--- config.mk ---
export PLATFORM = sky130hd
export DESIGN_NAME = multi_ctrl
export DESIGN_NICKNAME = d
export VERILOG_FILES = /design/src/rtl/mctrl_pkg.sv /design/src/rtl/alu_dec.sv /design/src/rtl/multi_ctrl.sv
export SDC_FILE = /design/constraint.sdc
export NUM_CORES = 1
export LEC_CHECK = 0
export CAP_MARGIN = 5
export CORE_MARGIN = 5
export CORE_UTILIZATION = 30
export CTS_BUF_LIST = sky130_fd_sc_hd__clkbuf_8
export DETAILED_ROUTE_END_ITERATION = 16
export MAX_ROUTING_LAYER = met4
export PLACE_DENSITY = 0.77
export REMOVE_ABC_BUFFERS = 1
export SETUP_SLACK_MARGIN = 0.05
export SYNTH_ARGS = -nofsm -noshare
export SYNTH_HDL_FRONTEND = slang
export SYNTH_SLANG_ARGS = --single-unit
--- constraint.sdc ---
create_clock -name i_clk -period 2.45 [get_ports i_clk]
set_input_delay 0.49 -clock i_clk [delete_from_list [all_inputs] [get_ports i_clk]]
set_output_delay 0.49 -clock i_clk [all_outputs]
set_load 0.02 [all_outputs]
--- src/rtl/mctrl_pkg.sv ---
// mctrl_pkg: shared encodings for the multi-cycle MIPS-subset control unit.
// State codes, opcode/funct constants, ALU op codes and datapath mux encodings.
package mctrl_pkg;

   // Controller states; the numeric codes are visible on the debug state port
   typedef enum logic [3:0] {
      StFetch  = 4'd0,
      StDecode = 4'd1,
      StMaddr  = 4'd2,
      StMread  = 4'd3,
      StWbmem  = 4'd4,
      StMwrite = 4'd5,
      StExr    = 4'd6,
      StWbr    = 4'd7,
      StBranch = 4'd8,
      StJump   = 4'd9,
      StExi    = 4'd10,
      StWbi    = 4'd11
   } state_e;

   // ALU operation class chosen by the state, refined by alu_dec
   typedef enum logic [1:0] {
      AluOpAdd   = 2'd0,
      AluOpSub   = 2'd1,
      AluOpFunct = 2'd2,
      AluOpImm   = 2'd3
   } alu_op_e;

   // Opcodes, IR[31:26]
   localparam logic [5:0] OP_RTYPE = 6'h00;
   localparam logic [5:0] OP_J     = 6'h02;
   localparam logic [5:0] OP_BEQ   = 6'h04;
   localparam logic [5:0] OP_BNE   = 6'h05;
   localparam logic [5:0] OP_ADDI  = 6'h08;
   localparam logic [5:0] OP_SLTI  = 6'h0A;
   localparam logic [5:0] OP_ANDI  = 6'h0C;
   localparam logic [5:0] OP_ORI   = 6'h0D;
   localparam logic [5:0] OP_LW    = 6'h23;
   localparam logic [5:0] OP_SW    = 6'h2B;

   // R-type funct codes, IR[5:0]
   localparam logic [5:0] FN_ADD = 6'h20;
   localparam logic [5:0] FN_SUB = 6'h22;
   localparam logic [5:0] FN_AND = 6'h24;
   localparam logic [5:0] FN_OR  = 6'h25;
   localparam logic [5:0] FN_XOR = 6'h26;
   localparam logic [5:0] FN_SLT = 6'h2A;

   // ALU control codes
   localparam logic [2:0] ALU_ADD = 3'b010;
   localparam logic [2:0] ALU_SUB = 3'b110;
   localparam logic [2:0] ALU_AND = 3'b000;
   localparam logic [2:0] ALU_OR  = 3'b001;
   localparam logic [2:0] ALU_XOR = 3'b011;
   localparam logic [2:0] ALU_SLT = 3'b111;

   // ALU B-operand select
   localparam logic [1:0] SRCB_REGB  = 2'b00;
   localparam logic [1:0] SRCB_FOUR  = 2'b01;
   localparam logic [1:0] SRCB_IMM   = 2'b10;
   localparam logic [1:0] SRCB_IMMSH = 2'b11;

   // PC source select
   localparam logic [1:0] PCSRC_ALU    = 2'b00;
   localparam logic [1:0] PCSRC_ALUOUT = 2'b01;
   localparam logic [1:0] PCSRC_JUMP   = 2'b10;

   // True when an R-type funct field names a supported operation
   function automatic logic funct_ok(input logic [5:0] funct);
      logic r_ok;
      case (funct)
         FN_ADD, FN_SUB, FN_AND, FN_OR, FN_XOR, FN_SLT: r_ok = 1'b1;
         default:                                       r_ok = 1'b0;
      endcase
      return r_ok;
   endfunction

endpackage

--- src/rtl/alu_dec.sv ---
// alu_dec: combinational ALU control decoder. Maps the state-selected op class
// plus funct/opcode onto the 3-bit ALU control code.
module alu_dec
   import mctrl_pkg::*;
(
   input  logic [1:0] i_alu_op,
   input  logic [5:0] i_funct,
   input  logic [5:0] i_opcode,
   output logic [2:0] o_alu_ctrl
);

   // Decode ALU control; anything unrecognised falls back to add
   always_comb begin
      o_alu_ctrl = ALU_ADD;
      case (i_alu_op)
         AluOpAdd: o_alu_ctrl = ALU_ADD;
         AluOpSub: o_alu_ctrl = ALU_SUB;
         AluOpFunct: begin
            case (i_funct)
               FN_ADD:  o_alu_ctrl = ALU_ADD;
               FN_SUB:  o_alu_ctrl = ALU_SUB;
               FN_AND:  o_alu_ctrl = ALU_AND;
               FN_OR:   o_alu_ctrl = ALU_OR;
               FN_XOR:  o_alu_ctrl = ALU_XOR;
               FN_SLT:  o_alu_ctrl = ALU_SLT;
               default: o_alu_ctrl = ALU_ADD;
            endcase
         end
         AluOpImm: begin
            case (i_opcode)
               OP_ANDI: o_alu_ctrl = ALU_AND;
               OP_ORI:  o_alu_ctrl = ALU_OR;
               OP_SLTI: o_alu_ctrl = ALU_SLT;
               default: o_alu_ctrl = ALU_ADD;
            endcase
         end
         default: o_alu_ctrl = ALU_ADD;
      endcase
   end

endmodule

--- src/rtl/multi_ctrl.sv ---
// multi_ctrl: Moore control FSM for the multi-cycle MIPS-subset CPU.
// Define MULTI_CTRL_WAIT_EN to honour i_mem_ready; otherwise memory states take
// exactly one cycle and i_mem_ready is ignored.
module multi_ctrl
   import mctrl_pkg::*;
(
   input  logic       i_clk,
   input  logic       i_rst_n,
   input  logic [5:0] i_opcode,
   input  logic [5:0] i_funct,
   input  logic       i_zero,
   input  logic       i_mem_ready,
   output logic [2:0] o_alu_ctrl,
   output logic       o_alu_src_a,
   output logic [1:0] o_alu_src_b,
   output logic       o_ext_zero,
   output logic [1:0] o_pc_source,
   output logic       o_pc_en,
   output logic       o_ior,
   output logic       o_mem_read,
   output logic       o_mem_write,
   output logic       o_ir_write,
   output logic       o_reg_dst,
   output logic       o_mem_to_reg,
   output logic       o_reg_write,
   output logic       o_illegal,
   output logic [3:0] o_state
);

   state_e  r_state;
   state_e  w_state_next;
   alu_op_e w_alu_op;
   logic    w_ready;

`ifdef MULTI_CTRL_WAIT_EN
   assign w_ready = i_mem_ready;
`else
   // Port kept for a uniform interface; its value has no effect
   assign w_ready = i_mem_ready | 1'b1;
`endif

   assign o_state = r_state;

   // State register; reset lands in FETCH immediately
   always_ff @(posedge i_clk or negedge i_rst_n) begin
      if (!i_rst_n) begin
         r_state <= StFetch;
      end else begin
         r_state <= w_state_next;
      end
   end

   // Next-state and per-state datapath controls
   always_comb begin
      w_state_next = StFetch;
      w_alu_op     = AluOpAdd;
      o_alu_src_a  = 1'b0;
      o_alu_src_b  = SRCB_REGB;
      o_ext_zero   = 1'b0;
      o_pc_source  = PCSRC_ALU;
      o_pc_en      = 1'b0;
      o_ior        = 1'b0;
      o_mem_read   = 1'b0;
      o_mem_write  = 1'b0;
      o_ir_write   = 1'b0;
      o_reg_dst    = 1'b0;
      o_mem_to_reg = 1'b0;
      o_reg_write  = 1'b0;
      o_illegal    = 1'b0;
      case (r_state)
         StFetch: begin
            // Read instruction at PC and compute PC+4 in the same cycle
            o_mem_read   = 1'b1;
            o_alu_src_b  = SRCB_FOUR;
            o_pc_source  = PCSRC_ALU;
            o_ir_write   = w_ready;
            o_pc_en      = w_ready;
            w_state_next = w_ready ? StDecode : StFetch;
         end
         StDecode: begin
            // Speculative branch target into ALUOut
            o_alu_src_b = SRCB_IMMSH;
            case (i_opcode)
               OP_LW, OP_SW:    w_state_next = StMaddr;
               OP_BEQ, OP_BNE:  w_state_next = StBranch;
               OP_J:            w_state_next = StJump;
               OP_ADDI, OP_ANDI, OP_ORI, OP_SLTI: w_state_next = StExi;
               OP_RTYPE: begin
                  if (funct_ok(i_funct)) begin
                     w_state_next = StExr;
                  end else begin
                     o_illegal    = 1'b1;
                     w_state_next = StFetch;
                  end
               end
               default: begin
                  o_illegal    = 1'b1;
                  w_state_next = StFetch;
               end
            endcase
         end
         StMaddr: begin
            o_alu_src_a  = 1'b1;
            o_alu_src_b  = SRCB_IMM;
            w_state_next = (i_opcode == OP_SW) ? StMwrite : StMread;
         end
         StMread: begin
            o_ior        = 1'b1;
            o_mem_read   = 1'b1;
            w_state_next = w_ready ? StWbmem : StMread;
         end
         StWbmem: begin
            o_reg_write  = 1'b1;
            o_mem_to_reg = 1'b1;
            o_reg_dst    = 1'b0;
            w_state_next = StFetch;
         end
         StMwrite: begin
            o_ior        = 1'b1;
            o_mem_write  = 1'b1;
            w_state_next = w_ready ? StFetch : StMwrite;
         end
         StExr: begin
            o_alu_src_a  = 1'b1;
            o_alu_src_b  = SRCB_REGB;
            w_alu_op     = AluOpFunct;
            w_state_next = StWbr;
         end
         StWbr: begin
            o_reg_write  = 1'b1;
            o_reg_dst    = 1'b1;
            w_state_next = StFetch;
         end
         StBranch: begin
            // Compare regs; taken branch loads the target saved in DECODE
            o_alu_src_a  = 1'b1;
            o_alu_src_b  = SRCB_REGB;
            w_alu_op     = AluOpSub;
            o_pc_source  = PCSRC_ALUOUT;
            o_pc_en      = (i_opcode == OP_BEQ) ? i_zero : ~i_zero;
            w_state_next = StFetch;
         end
         StJump: begin
            o_pc_source  = PCSRC_JUMP;
            o_pc_en      = 1'b1;
            w_state_next = StFetch;
         end
         StExi: begin
            o_alu_src_a  = 1'b1;
            o_alu_src_b  = SRCB_IMM;
            w_alu_op     = AluOpImm;
            o_ext_zero   = (i_opcode == OP_ANDI) || (i_opcode == OP_ORI);
            w_state_next = StWbi;
         end
         StWbi: begin
            o_reg_write  = 1'b1;
            o_reg_dst    = 1'b0;
            w_state_next = StFetch;
         end
         default: w_state_next = StFetch;
      endcase
   end

   alu_dec u_alu_dec (
      .i_alu_op   (w_alu_op),
      .i_funct    (i_funct),
      .i_opcode   (i_opcode),
      .o_alu_ctrl (o_alu_ctrl)
   );

endmodule

==> results of run 1 <==
cell families after synthesis:
kind of cell | Yosys count
AO/OA/AOI/OAI | 22
flip-flops | 4
AND/OR/NAND/NOR | 54
XOR/XNOR | 3
buffers and inverters | 10
adder cells (fa/ha/maj) | 1
cell usage after synthesis, drive strengths merged (2+ instances only):
cell,count
a21oi,6
buf,2
clkbuf,4
dfrtp,4
inv,4
nand2,6
nand2b,8
nand4b,3
nor2,10
nor2b,5
nor3,7
nor3b,3
nor4,3
o21ai,2
o22ai,3
o31ai,2
or3,2
xor2,3
layer usage:
metal | wire length [um] | track usage [%]
met2 | 1370 | 28.71
met5 | 0 | -
met1 | 1098 | 18.47
met4 | 72 | 6.102
met3 | 152 | 2.523
power by group through the flow:
| stage | combinational, mW | clock, mW | sequential (mW) |
|---|---|---|---|
| 2_1_floorplan | 0.175 | 0 | 0.122 |
| 3_3_place_gp | 0.428 | 0 | 0.0940 |
| 3_5_place_dp | 0.439 | 0 | 0.0954 |
| 4_1_cts | 0.440 | 0.149 | 0.0942 |
| 5_1_grt | 0.470 | 0.153 | 0.0984 |
| 6_report | 0.438 | 0.146 | 0.0955 |
area by class of cell:
type,instances,share of cell area [%]
flip-flops and latches,4,7.737
multi-input cells,80,43.13
inverters,4,1.161
repair buffers,63,42.17
well taps,27,2.611
clock buffers,3,3.191
repair_timing:
item | 4_1_cts | 5_1_grt
resized for setup | 44 | 17
setup buffers | 1 | 1
endpoints found under the setup margin | 6 | 13
pin swaps | 6 | 0
cloned | 0 | 0
worst paths after layout:
kind                         endpoint  cells after the start
max                           o_pc_en                      6
min reg2reg                o_state[3]                      2
min                        o_state[3]                      1
max in group asynchronous  o_state[0]                      1
min in group i_clk         o_state[3]                      2
max reg2reg                o_state[1]                      4
==> metrics.md, run 1 <==
| Metric | Value |
|---|---|
| Final setup skew | `0.001904 ns` |
| Synth Area in Compound Gates | `24.23%` |
| Number of synthesized flops with an enable pin | `0` |
| Launching element of the worst setup path | `i_opcode[5]` |
| Mux share of post-synthesis cell area | `0%` |
| Failing checks | `setup timing` |
| Xor and xnor area share after synthesis | `4.038%` |
| Number of clock buffers inserted by TritonCTS | `3` |
| Overall power of the completed layout | `0.6795 mW` |
| Crit share post-route | `100.4%` |
| Inst Count DP | `176` |
| Core Box Area | `2022 um^2` |
| Number of I/O pins | `38` |
| Gate family responsible for the most delay along the worst path | `simple AND/OR/NAND/NOR gates` |
| First-pass GRT wire length | `4112 um` |
| Fill cells | `174` |
| Buf+Inv Stages, Crit Path | `2` |
| Cells after Synth | `94` |
| Peak supply drop | `0.3536 mV` |
| Die Y-Extent | `56.57 um` |
| Slew Limit Headroom | `76.50%` |
| Net count, final | `172` |
| Largest family of logic cells by synthesized area | `simple AND/OR/NAND/NOR gates` |
| Largest net degree at the start of global routing | `17` |
| Yosys Warn Count | `0` |
| Footprint of the multi-input gates | `558.0 um^2` |
| Cells taking the most area after synthesis | `sky130_fd_sc_hd__dfrtp_1 (15%), sky130_fd_sc_hd__nand2b_1 (7.7%), sky130_fd_sc_hd__nor2_1 (5.8%)` |
| Run status | `complete, but fails checks` |
| Total congestion overflow | `0` |
| Global-route usage over all layers | `16.34%` |
| Antenna violations before repair | `0` |
| Placement row count | `16` |
| Fraction of the mapped netlist area in adder cells | `1.538%` |
| Net switching power | `0.2939 mW` |
| Total vias in the final route | `974` |
| Max-Cap Viols | `0` |
| # diodes | `0` |
| Post-synthesis average cell area | `6.922 um^2` |
| Max-slew violation count | `0` |
| Share of synthesized cell area in and, or, nand and nor gates | `48.85%` |
| Achievable clock frequency | `0.4066 GHz` |
| Final setup viols | `1` |
| Leakage Power | `0.6553 nW` |
| Htree depth | `1` |
| Ratio of cells with drive above 1 in the final layout | `32.47%` |
| Antenna-violating nets left | `0` |
| Part of the Yosys area used for sequential elements | `15.38%` |
| Cell chosen for the clock root | `sky130_fd_sc_hd__clkbuf_8` |
| Iter 0 DRT Violations | `14` |
| Seq pwr share | `14.1%` |
| Async set or reset register ratio after synthesis | `100.0%` |
| Worst Path Class, Setup | `input port to primary output` |
| Register Area | `100.1 um^2` |
| Routed wire per std cell | `14.88 um` |
| Req. time, crit path | `1.96 ns` |
| Flop and latch count out of synthesis | `4` |
| Setup repair after global routing missed its margin | `yes` |
| Die width | `56.57 um` |
| Type of element capturing the critical path | `primary output` |
| Final Routed Wirelength | `2694 um` |
| Worst Hold Margin | `0.4737 ns` |
| Setup slack of the critical path after layout | `-0.009672 ns` |
| Part of the power in combinational logic | `64.5%` |
| Number of buffers inserted by hold repair at cts | `0` |
| Startpoint of the most critical register-to-register path | `o_state[3]` |
| Clock slew at the register clock pins of the worst setup and hold paths | `0.03 ns` |
| Hold violation total from the final report | `0` |
| Switching Share | `43.25%` |
| Number of detailed-routing iterations run before antenna repair | `4` |
| Number of standard cells in the layout, taps in and fillers out | `181` |
| Ordered cell list for the critical path | `buf_6, or4b_4, nor3_4, xor2_1, a2111oi_2, buf_4` |
| Port Buf Inserts | `36` |
| Die area | `3200 um^2` |
| Gp weighted congestion | `0.9465` |
| Max FFs per register | `4` |
| PD cells | `525.2 nW/um^2` |
| Synth Flop Type | `sky130_fd_sc_hd__dfrtp_1` |
| Clock tree from TritonCTS | `yes` |
| Worst setup slack for register-to-register paths | `0.99 ns` |
| Worst Hold Class | `input port to async pin` |
| Netlist Area Pre-Place | `650.6 um^2` |
| Synth unique cells | `37` |
| Area Overhead vs Synth | `98.85%` |
| Clock power frac | `21.5%` |
| Crit path time final | `2.460 ns` |
| Setup slack after placement | `-0.9402 ns` |
| Initial core utilization | `32.18%` |
| Skew-Pair Late Insertion Delay | `0.22 ns` |
| Number of vias per cell | `5.381` |
| DRC violations left | `0` |
| Num Clock Sinks | `4` |
| Internal power of the cells | `0.3856 mW` |
| Design area | `1294 um^2` |
| Data arrival, critical path | `1.97 ns` |
| Cell type with the highest aggregate area in the netlist | `sky130_fd_sc_hd__dfrtp_1` |
| Via count of the first global-routing pass | `918` |
| Fin Setup TNS | `-0.009672 ns` |
| Leading cell type in the layout, fill and taps excluded | `sky130_fd_sc_hd__buf_4` |
| Kind of launch point of the worst setup path | `input port` |
| Utilization after layout | `63.99%` |
| Buffers from clock root to sink, at most | `2` |
| Post-DP Area | `1209 um^2` |
| Critical path's slowest cell | `sky130_fd_sc_hd__or4b_4` |
| Highest-count cells in the layout ignoring fill and taps | `sky130_fd_sc_hd__buf_4 (28), sky130_fd_sc_hd__clkdlybuf4s50_1 (15), sky130_fd_sc_hd__nor2_1 (10)` |
| Top cell type's share of synthesized area | `15.38%` |
| Critical Path Fanout Max | `2` |
| Slew at the pin closest to its max-slew limit | `0.3495 ns` |
| Highest cell delay on the worst timing path | `0.55 ns` |
| Hpwl dp | `1907 um` |
Note: power is estimated with default switching activity, not from simulation.
==> run 2, diff against run 1 <==
--- a/config.mk
+++ b/config.mk
@@ -7,11 +7,11 @@
 export LEC_CHECK = 0
 export CAP_MARGIN = 5
 export CORE_MARGIN = 5
-export CORE_UTILIZATION = 30
+export CORE_UTILIZATION = 39
 export CTS_BUF_LIST = sky130_fd_sc_hd__clkbuf_8
 export DETAILED_ROUTE_END_ITERATION = 16
 export MAX_ROUTING_LAYER = met4
-export PLACE_DENSITY = 0.77
+export PLACE_DENSITY = 0.93
 export REMOVE_ABC_BUFFERS = 1
 export SETUP_SLACK_MARGIN = 0.05
 export SYNTH_ARGS = -nofsm -noshare
==> constraint.sdc (replaced) <==
create_clock -name i_clk -period 2.3 [get_ports i_clk]
set_input_delay 0.46 -clock i_clk [delete_from_list [all_inputs] [get_ports i_clk]]
set_output_delay 0.46 -clock i_clk [all_outputs]
set_load 0.02 [all_outputs]
==> run 2 against run 1 <==
  * The run still ends with setup timing left
  * Cell area shrank 2.2%
  * Sequential power rose by 6%
  * Routed wire length up 5.5%
  * Critical path depth stayed put
  * Critical path type unchanged
  * Critical endpoint unchanged
  * Largest power group unchanged
==> metrics.md, run 2 (same netlist as run 1, synthesis figures left out) <==
| Metric | Value |
|---|---|
| Max-Cap Viols | `0` |
| Fin Setup TNS | `-0.1039 ns` |
| Num Clock Sinks | `4` |
| Critical Path Fanout Max | `2` |
| Worst Hold Class | `input port to async pin` |
| Buffers from clock root to sink, at most | `2` |
| Worst Hold Margin | `0.4548 ns` |
| Final Routed Wirelength | `2841 um` |
| Max FFs per register | `4` |
| Routed wire per std cell | `16.81 um` |
| Cell chosen for the clock root | `sky130_fd_sc_hd__clkbuf_8` |
| Peak supply drop | `0.2962 mV` |
| Htree depth | `1` |
| Number of vias per cell | `5.970` |
| Antenna-violating nets left | `0` |
| Placement row count | `14` |
| Kind of launch point of the worst setup path | `input port` |
| Clock slew at the register clock pins of the worst setup and hold paths | `0.03 ns` |
| Final setup viols | `1` |
| Slew at the pin closest to its max-slew limit | `0.4209 ns` |
| Setup fix buffers added after clock tree synthesis | `0` |
| Hold violation total from the final report | `0` |
| Crit share post-route | `104.5%` |
| Setup repair after global routing missed its margin | `yes` |
| Hpwl dp | `2093 um` |
| Die width | `50.85 um` |
| Core Box Area | `1541 um^2` |
| Type of element capturing the critical path | `primary output` |
| Die Y-Extent | `50.85 um` |
| Data arrival, critical path | `1.94 ns` |
| Req. time, crit path | `1.84 ns` |
| Leakage Power | `0.6292 nW` |
| Skew-Pair Late Insertion Delay | `0.21 ns` |
| Port Buf Inserts | `36` |
| Number of buffers inserted by hold repair at cts | `0` |
| Slew Limit Headroom | `71.58%` |
| Net count, final | `171` |
| Achievable clock frequency | `0.4160 GHz` |
| Number of detailed-routing iterations run before antenna repair | `4` |
| Setup slack of the critical path after layout | `-0.1039 ns` |
| Number of I/O pins | `38` |
| Gp weighted congestion | `0.8637` |
| Highest cell delay on the worst timing path | `0.55 ns` |
| Number of clock buffers inserted by TritonCTS | `3` |
| Crit path time final | `2.404 ns` |
| Global-route usage over all layers | `22.02%` |
| Area Overhead vs Synth | `94.42%` |
| # diodes | `0` |
| Launching element of the worst setup path | `i_opcode[4]` |
| Number of cells traversed by the worst register-to-register path | `3` |
| Highest-count cells in the layout ignoring fill and taps | `sky130_fd_sc_hd__buf_4 (26), sky130_fd_sc_hd__clkdlybuf4s50_1 (14), sky130_fd_sc_hd__nor2_1 (10)` |
| Overall power of the completed layout | `0.7007 mW` |
| Startpoint of the most critical register-to-register path | `o_state[3]` |
| Total vias in the final route | `1009` |
| Initial core utilization | `42.21%` |
| Largest net degree at the start of global routing | `13` |
| Leading cell type in the layout, fill and taps excluded | `sky130_fd_sc_hd__buf_4` |
| First-pass GRT wire length | `4374 um` |
| Clock tree from TritonCTS | `yes` |
| Final setup skew | `0.0004766 ns` |
| Fill cells | `98` |
| Antenna violations before repair | `0` |
| Via count of the first global-routing pass | `946` |
| Total congestion overflow | `0` |
| PD cells | `553.9 nW/um^2` |
| Critical path's slowest cell | `sky130_fd_sc_hd__or4b_4` |
| Worst Path Class, Setup | `input port to primary output` |
| Max-slew violation count | `0` |
| Die area | `2585 um^2` |
| Iter 0 DRT Violations | `38` |
| Failing checks | `setup timing` |
| Utilization after layout | `82.06%` |
| DRC violations left | `0` |
| Ratio of cells with drive above 1 in the final layout | `33.33%` |
| Ordered cell list for the critical path | `buf_6, or4b_4, nor3_4, xor2_1, a2111oi_1, buf_2` |
| Run status | `complete, but fails checks` |
-- run 2: cell count changes in the layout (fill, tap and decap cells not counted), moves of 2 or more --
cell	before	now
sky130_fd_sc_hd__dlygate4sd2_1	3	6
sky130_fd_sc_hd__buf_4	28	26
sky130_fd_sc_hd__dlymetal6s2s_1	9	6
sky130_fd_sc_hd__nor3b_2	0	2
-- run 2: stage by stage --
stage                     instances  instance area (um^2)  setup WS (ns)
after floorplan                  88                 626.9        -0.2767
after global placement          166                  1202        -0.8982
after detailed placement        166                  1202        -0.9295
after CTS                       169                  1232        -0.1298
after global routing            169                  1265        -0.1346
final                           169                  1265        -0.1039
-- run 2: cell type report --
class	count	area (um^2)	area share [%]
sequential	4	101.3	8.012
inverter	4	15.01	1.187
multi-input combinational	80	556.8	44.02
clock buffer	3	41.29	3.264
timing repair buffer	62	530.5	41.94
tap	16	20.02	1.583
-- run 2: path summary, 6_finish.rpt --
check	to	slack, ns
max	o_pc_en	-0.10
min	o_state[1]	0.45
max reg2reg	o_state[0]	0.79
min reg2reg	o_state[3]	0.68
max in group asynchronous	o_state[3]	1.66
min in group i_clk	o_state[3]	0.68
-- run 2: worst max-delay path: cells and delay by family --
family                    cells  cell delay, ns
AOI/OAI and AO/OA             1            0.38
xor gates and xnor gates      1            0.08
buffers and inverters         2            0.32
and+or+nand+nor               2            0.70
-- run 2: report_power, final --
part	total, mW	switching [mW]	internal, mW
sequential	0.101	0.0187	0.0824
clock	0.145	0.0340	0.111
combinational	0.454	0.250	0.204
total	0.701	0.303	0.398
-- run 2: timing repair --
item / 4_1_cts / 5_1_grt
resized for setup: 56 / 10
pin swaps: 5 / 4
hold endpoints to repair: 0 / 0
cloned: 0 / 0
setup endpoints to repair: 14 / 9
-- run 2: routing by layer --
metal / track usage, % / wire length, um / vias to the layer above
li1: - / - / 469
met1: 24.34 / 1046 / 475
met2: 40.50 / 1496 / 61
met3: 3.779 / 275 / 4
met4: 5.106 / 23 / 0
met5: - / 0 / -
